### config.mk
export PLATFORM = sky130hd
export DESIGN_NAME = pc_gen_flat
export DESIGN_NICKNAME = d
export VERILOG_FILES = /design/src/rtl/pc_gen_if.sv /design/src/rtl/pc_gen.sv /design/src/flat_wrapper.sv
export SDC_FILE = /design/constraint.sdc
export NUM_CORES = 1
export LEC_CHECK = 0
export BUFFER_PORTS_ARGS = -buffer_cell sky130_fd_sc_hd__buf_2
export CAP_MARGIN = 10
export CELL_PAD_IN_SITES_DETAIL_PLACEMENT = 0
export CELL_PAD_IN_SITES_GLOBAL_PLACEMENT = 1
export CORE_MARGIN = 3
export CORE_UTILIZATION = 43
export DETAILED_ROUTE_END_ITERATION = 16
export GPL_ROUTABILITY_DRIVEN = 0
export PLACE_DENSITY_LB_ADDON = 0.3
export RECOVER_POWER = 100
export SYNTH_ARGS = -nofsm -noshare
export SYNTH_HDL_FRONTEND = slang
export SYNTH_SLANG_ARGS = --single-unit
### constraint.sdc
create_clock -name clk -period 5.82 [get_ports clk]
set_input_delay 0.291 -clock clk [delete_from_list [all_inputs] [get_ports clk]]
set_output_delay 0.291 -clock clk [all_outputs]
set_load 0.005 [all_outputs]
### src/rtl/pc_gen_if.sv
// pc_gen_if: bundle between decode/exception logic, pc_gen and fetch.
// slave = pc_gen side (drives pc/pc_valid/pc_adel/flush);
// master = environment side (drives fetch_ready, branch and trap inputs).
interface pc_gen_if;
   logic        fetch_ready;
   logic        br_valid;
   logic [31:0] br_pc;
   logic [2:0]  br_kind;
   logic        br_reg;
   logic [25:0] br_index;
   logic [15:0] br_offset;
   logic [31:0] rs_data;
   logic [31:0] rt_data;
   logic        exc_valid;
   logic        eret_valid;
   logic [31:0] epc;
   logic [31:0] pc;
   logic        pc_valid;
   logic        pc_adel;
   logic        flush;

   modport slave (
      input  fetch_ready, br_valid, br_pc, br_kind, br_reg,
      input  br_index, br_offset, rs_data, rt_data,
      input  exc_valid, eret_valid, epc,
      output pc, pc_valid, pc_adel, flush
   );

   modport master (
      output fetch_ready, br_valid, br_pc, br_kind, br_reg,
      output br_index, br_offset, rs_data, rt_data,
      output exc_valid, eret_valid, epc,
      input  pc, pc_valid, pc_adel, flush
   );
endinterface

### src/rtl/pc_gen.sv
// pc_gen: registered fetch PC with valid/ready handshake, branch/jump
// target resolution, exception/ERET redirect and a one-entry pending
// redirect buffer that holds a taken branch until its delay slot is
// accepted. Ports: clk, reset (async, active-high), bus (pc_gen_if.slave).
module pc_gen #(
   parameter logic [31:0] RESET_PC   = 32'hbfc0_0000,
   parameter logic [31:0] EXC_VECTOR = 32'hbfc0_0380,
   parameter bit          DELAY_SLOT = 1'b1
) (
   input logic     clk,
   input logic     reset,
   pc_gen_if.slave bus
);

   logic [31:0] pc_q, pc_d;
   logic        valid_q, valid_d;
   logic        flush_q, flush_d;
   logic        pend_v_q, pend_v_d;
   logic [31:0] pend_tgt_q, pend_tgt_d;

   logic        accept;
   logic        cond;
   logic        taken;
   logic [31:0] slot;
   logic [31:0] br_tgt;
   logic [31:0] tgt;
   logic [31:0] off_ext;

   assign accept  = valid_q & bus.fetch_ready;
   assign slot    = bus.br_pc + 32'd4;
   assign off_ext = {{14{bus.br_offset[15]}}, bus.br_offset, 2'b00};
   assign br_tgt  = slot + off_ext;

   always_comb begin
      cond = 1'b0;
      case (bus.br_kind)
         3'b001:  cond = 1'b1;
         3'b010:  cond = (bus.rs_data == bus.rt_data);
         3'b011:  cond = (bus.rs_data != bus.rt_data);
         3'b100:  cond = ($signed(bus.rs_data) >  32'sd0);
         3'b101:  cond = ($signed(bus.rs_data) <  32'sd0);
         3'b110:  cond = ($signed(bus.rs_data) >= 32'sd0);
         3'b111:  cond = ($signed(bus.rs_data) <= 32'sd0);
         default: cond = 1'b0;
      endcase
   end

   always_comb begin
      tgt = br_tgt;
      if (bus.br_kind == 3'b001) begin
         tgt = bus.br_reg ? bus.rs_data
                          : {bus.br_pc[31:28], bus.br_index, 2'b00};
      end
   end

   assign taken = bus.br_valid & cond;

   always_comb begin
      pc_d       = pc_q;
      valid_d    = 1'b1;
      flush_d    = 1'b0;
      pend_v_d   = pend_v_q;
      pend_tgt_d = pend_tgt_q;
      if (bus.exc_valid) begin
         pc_d     = EXC_VECTOR;
         flush_d  = 1'b1;
         pend_v_d = 1'b0;
      end else if (bus.eret_valid) begin
         pc_d     = bus.epc;
         flush_d  = 1'b1;
         pend_v_d = 1'b0;
      end else if (taken) begin
         // Slot still waiting to be fetched: park the target until
         // the slot goes out; otherwise redirect straight away.
         if (DELAY_SLOT && (pc_q == slot) && !accept) begin
            pend_v_d   = 1'b1;
            pend_tgt_d = tgt;
         end else begin
            pc_d     = tgt;
            flush_d  = 1'b1;
            pend_v_d = 1'b0;
         end
      end else if (pend_v_q && accept) begin
         // The held pc is the delay slot of the pending branch.
         pc_d     = pend_tgt_q;
         flush_d  = 1'b1;
         pend_v_d = 1'b0;
      end else if (accept) begin
         pc_d = pc_q + 32'd4;
      end
   end

   always_ff @(posedge clk or posedge reset) begin
      if (reset) begin
         pc_q       <= RESET_PC;
         valid_q    <= 1'b0;
         flush_q    <= 1'b0;
         pend_v_q   <= 1'b0;
         pend_tgt_q <= 32'd0;
      end else begin
         pc_q       <= pc_d;
         valid_q    <= valid_d;
         flush_q    <= flush_d;
         pend_v_q   <= pend_v_d;
         pend_tgt_q <= pend_tgt_d;
      end
   end

   assign bus.pc       = pc_q;
   assign bus.pc_valid = valid_q;
   assign bus.flush    = flush_q;
   assign bus.pc_adel  = valid_q & (pc_q[1:0] != 2'b00);

endmodule

### src/flat_wrapper.sv
// flat-port wrapper written by rule: the top's interface ports become plain ports
module pc_gen_flat 
#(
   parameter logic [31:0] RESET_PC   = 32'hbfc0_0000,
   parameter logic [31:0] EXC_VECTOR = 32'hbfc0_0380,
   parameter bit          DELAY_SLOT = 1'b1
)
  (clk, reset, bus_fetch_ready, bus_br_valid, bus_br_pc, bus_br_kind, bus_br_reg, bus_br_index, bus_br_offset, bus_rs_data, bus_rt_data, bus_exc_valid, bus_eret_valid, bus_epc, bus_pc, bus_pc_valid, bus_pc_adel, bus_flush);
  pc_gen_if bus_i ();
  input logic clk;
  input logic reset;
  input wire logic [$bits(bus_i.fetch_ready)-1:0] bus_fetch_ready;
  input wire logic [$bits(bus_i.br_valid)-1:0] bus_br_valid;
  input wire logic [$bits(bus_i.br_pc)-1:0] bus_br_pc;
  input wire logic [$bits(bus_i.br_kind)-1:0] bus_br_kind;
  input wire logic [$bits(bus_i.br_reg)-1:0] bus_br_reg;
  input wire logic [$bits(bus_i.br_index)-1:0] bus_br_index;
  input wire logic [$bits(bus_i.br_offset)-1:0] bus_br_offset;
  input wire logic [$bits(bus_i.rs_data)-1:0] bus_rs_data;
  input wire logic [$bits(bus_i.rt_data)-1:0] bus_rt_data;
  input wire logic [$bits(bus_i.exc_valid)-1:0] bus_exc_valid;
  input wire logic [$bits(bus_i.eret_valid)-1:0] bus_eret_valid;
  input wire logic [$bits(bus_i.epc)-1:0] bus_epc;
  output wire logic [$bits(bus_i.pc)-1:0] bus_pc;
  output wire logic [$bits(bus_i.pc_valid)-1:0] bus_pc_valid;
  output wire logic [$bits(bus_i.pc_adel)-1:0] bus_pc_adel;
  output wire logic [$bits(bus_i.flush)-1:0] bus_flush;
  assign bus_i.fetch_ready = bus_fetch_ready;
  assign bus_i.br_valid = bus_br_valid;
  assign bus_i.br_pc = bus_br_pc;
  assign bus_i.br_kind = bus_br_kind;
  assign bus_i.br_reg = bus_br_reg;
  assign bus_i.br_index = bus_br_index;
  assign bus_i.br_offset = bus_br_offset;
  assign bus_i.rs_data = bus_rs_data;
  assign bus_i.rt_data = bus_rt_data;
  assign bus_i.exc_valid = bus_exc_valid;
  assign bus_i.eret_valid = bus_eret_valid;
  assign bus_i.epc = bus_epc;
  assign bus_pc = bus_i.pc;
  assign bus_pc_valid = bus_i.pc_valid;
  assign bus_pc_adel = bus_i.pc_adel;
  assign bus_flush = bus_i.flush;
  pc_gen #(.RESET_PC(RESET_PC), .EXC_VECTOR(EXC_VECTOR), .DELAY_SLOT(DELAY_SLOT)) u_core (.clk(clk), .reset(reset), .bus(bus_i));
endmodule
==> metrics <==
status finished with violations; violated checks capacitance limit, slew limit; count of different cell masters after synthesis 82; setup fix buffers added after clock tree synthesis 0; post-route cell area roughly 0.0097 sq mm; main combinational cell family by area after synthesis simple AND/OR/NAND/NOR gates; library cell occupying the most area in the post-synthesis netlist dfrtp_1; main area contributors after synthesis dfrtp_1 18%, xor2_1 7.3%, xnor2_1 6.4%, ha_1 6.2%, nand2_1 5.2%; worst setup slack for register-to-register paths approximately 1600 ps; slack of the critical path just over 900 ps; max capacitance violation total 1; portion of netlist area occupied by mux cells roughly 7.2%; simple-gate share of the synthesized area roughly a quarter; clock root buffer clkbuf_16; most common cell after layout, fill and taps aside buf_2; Worst VDD drop 0.128 mV; Area after DPL 0.00941 sq mm; most used cells in the layout excluding fill and tap cells 195 x buf_2, 115 x nand2_1, 92 x nor2_1, 83 x a21oi_1, 69 x xor2_1; final net count 1468; total routed wirelength around 32 mm; critical path start-end classification input port to flop; arithmetic-cell share of the synthesized area counting full adders, half adders and majority gates approximately 6.5%; kind of launch point of the worst setup path input port; count of antenna-violating nets left after detailed routing 0; CTS tree yes; total number of vias ~9000; starting density of the core about 44%; number of sinks on the clock net 67; number of detailed-routing iterations run before antenna repair 6; final total negative setup slack 0 ps; clock buffer count from CTS 9; clock transition time at the flip-flop clock pins of the worst setup and hold paths 60 ps; yosys synthesis warning count 0; total core area approximately 0.019 sq mm; unrepaired setup endpoints after global routing no; register area share after synthesis roughly 20%; Post-Place Worst Slack between 1000 and 1500 ps; syn avg cell area 7.63 sq um; DRC 0; min-delay worst type input port to flop; max-slew headroom at the worst pin -154%; number of port buffers ~210; transition time at the pin with the least slew margin about 3800 ps; overall die area about 0.021 sq mm; die boundary width roughly 140 microns; DRC marker count from the first detailed-route iteration roughly 690; Post-synth ARST share 100%; number of cell rows 50; leading register cell type out of synthesis dfrtp_1; DP Wirelength about 26 mm; Gates resized, CTS repair 0; final hold violations 0; share of the synthesized area in compound gates (AO/OA/AOI/OAI) 23.2%; Post-Syn Area 0.00825 sq mm; net count of the mapped netlist between 1000 and 1500; height of the die about 140 microns; XOR/XNOR Fraction of Synth Area around 14%; final critical delay including setup and external delays between 4000 and 5000 ps; final core area utilization 51.6%; overall power consumption roughly 1.9 mW; Routed WL per cell roughly 22 microns; endpoint required time on the critical path approximately 6100 ps; via density per instance 6.07; global-route wire length before repair slightly below 50 mm; number of cells produced by synthesis 1081; pwr dens 194 mW/mm^2; hold buffer count at CTS 0; number of flops mapped to enable cells by yosys 0; post-route clock period utilization 84.3%; number of diodes added for antenna fixing 0; FF+latch count, synth 67; worst path arrival time slightly above 5000 ps; largest net degree at the start of global routing between 60 and 70; overall routing resource usage 30.3%; antenna violations before repair 1; CTS H-tree depth 3; Post-Layout Cell Count about 1500; kind of capture point of the worst setup path flop; Slew Limit Fails 68; static leakage ~4.2 nW; final hold slack roughly 260 ps; proportion of layout cells with a drive suffix above 1 20.2%; source-to-sink clock delay at the later pin of the worst-skew pair ~330 ps; aggregate global routing overflow 0; number of endpoints failing setup at the final stage 0; Peak Freq 204 MHz; skew final 5.12 ps; # placed instances 1469; io pins 215; area added between synthesis and finish 17.4%; via count of the first global-routing pass approximately 8400; Worst Path Max Fanout 9; Max clock buf depth 2; share of the synthesized area in the top cell type between 15 and 20%
-- cells by family after synthesis --
kind of cell / Yosys count
AO/OA/AOI/OAI: 296
XOR/XNOR: 131
adder cells (fa/ha/maj): 42
buffers and inverters: 100
flip-flops: 67
multiplexers: 56
other: 1
AND/OR/NAND/NOR: 388
-- layout make-up --
type                       instances  area (sq um)
timing repair buffer             223          1110
inverter                          31           116
clock inverter                     4          72.6
clock buffer                      12           256
fill                            1893          9080
multi-input combinational        914          6150
tap                              234           293
sequential                        67          1690
-- cell usage after synthesis (4+ instances only) --
library cell	count
a2111oi_0	4
a211oi_1	13
a21o_1	10
a21oi_1	83
a22o_1	6
a311oi_1	5
a31oi_1	11
and2_1	5
and3_1	7
and4_1	12
buf_1	5
buf_2	13
clkbuf_1	47
dfrtp_1	58
dfstp_2	9
ha_1	41
inv_1	30
mux2_2	25
mux2i_1	30
nand2_1	115
nand2b_1	10
nand3_1	37
nand3b_1	4
nand4_1	27
nor2_1	92
nor2b_1	11
nor3_1	16
nor4_1	21
o211ai_1	23
o21a_1	9
o21ai_0	64
o21ai_1	4
o22ai_1	6
o31ai_1	12
or3_1	7
or4_1	7
xnor2_1	60
xor2_1	69
-- layer usage --
metal	part of all wire (%)	routed length, microns	global-route usage [%]	vias to the layer above
met5	0.040	13	0	-
met4	3.7	1200	11.0	2
met3	8.4	2710	4.10	44
met2	44	14200	46.5	427
met1	44	14100	43.4	4252
li1	-	-	-	4287
-- critical path, stage by stage --
cell and delay, ps:
buf_2 160, nand4_1 160, nor4_1 930, and2_0 340
xor2_1 130, ha_1 380, and2_0 180, nand2_1 80
a2111oi_0 520, a21oi_1 200, o31ai_1 610, o31a_1 220
mux2_2 330, o311ai_0 280, o21ai_0 140, a31oi_1 190
-- worst paths after layout --
| path | from | end | cells after the start |
|---|---|---|---|
| setup / recovery | bus_br_pc[9] | u_core.bus.pc[29] | 16 |
| hold / removal | bus_epc[20] | u_core.bus.pc[20] | 3 |
| setup reg to reg | u_core.bus.pc[12] | u_core.bus.pc[13] | 11 |
| hold reg to reg | u_core.pend_tgt_q[2] | u_core.pend_tgt_q[2] | 1 |
| max in group asynchronous | reset | u_core.pend_tgt_q[23] | 3 |
| min in group asynchronous | reset | u_core.bus.pc[6] | 3 |
-- registers in the layout, indices dropped and copies added, names as in the netlist --
signal and count:
u_core.pend_tgt_q 32, u_core.bus.pc_valid 1, u_core.bus.pc 32, u_core.bus.flush 1, u_core.pend_v_q 1
-- where the power goes --
group	switching, mW	leakage (nW)	internal (mW)
registers	0.0642	0.851	0.492
clock network	0.205	0.159	0.398
logic	0.432	3.24	0.285
No activity file was read; power rests on OpenSTA's default activity.
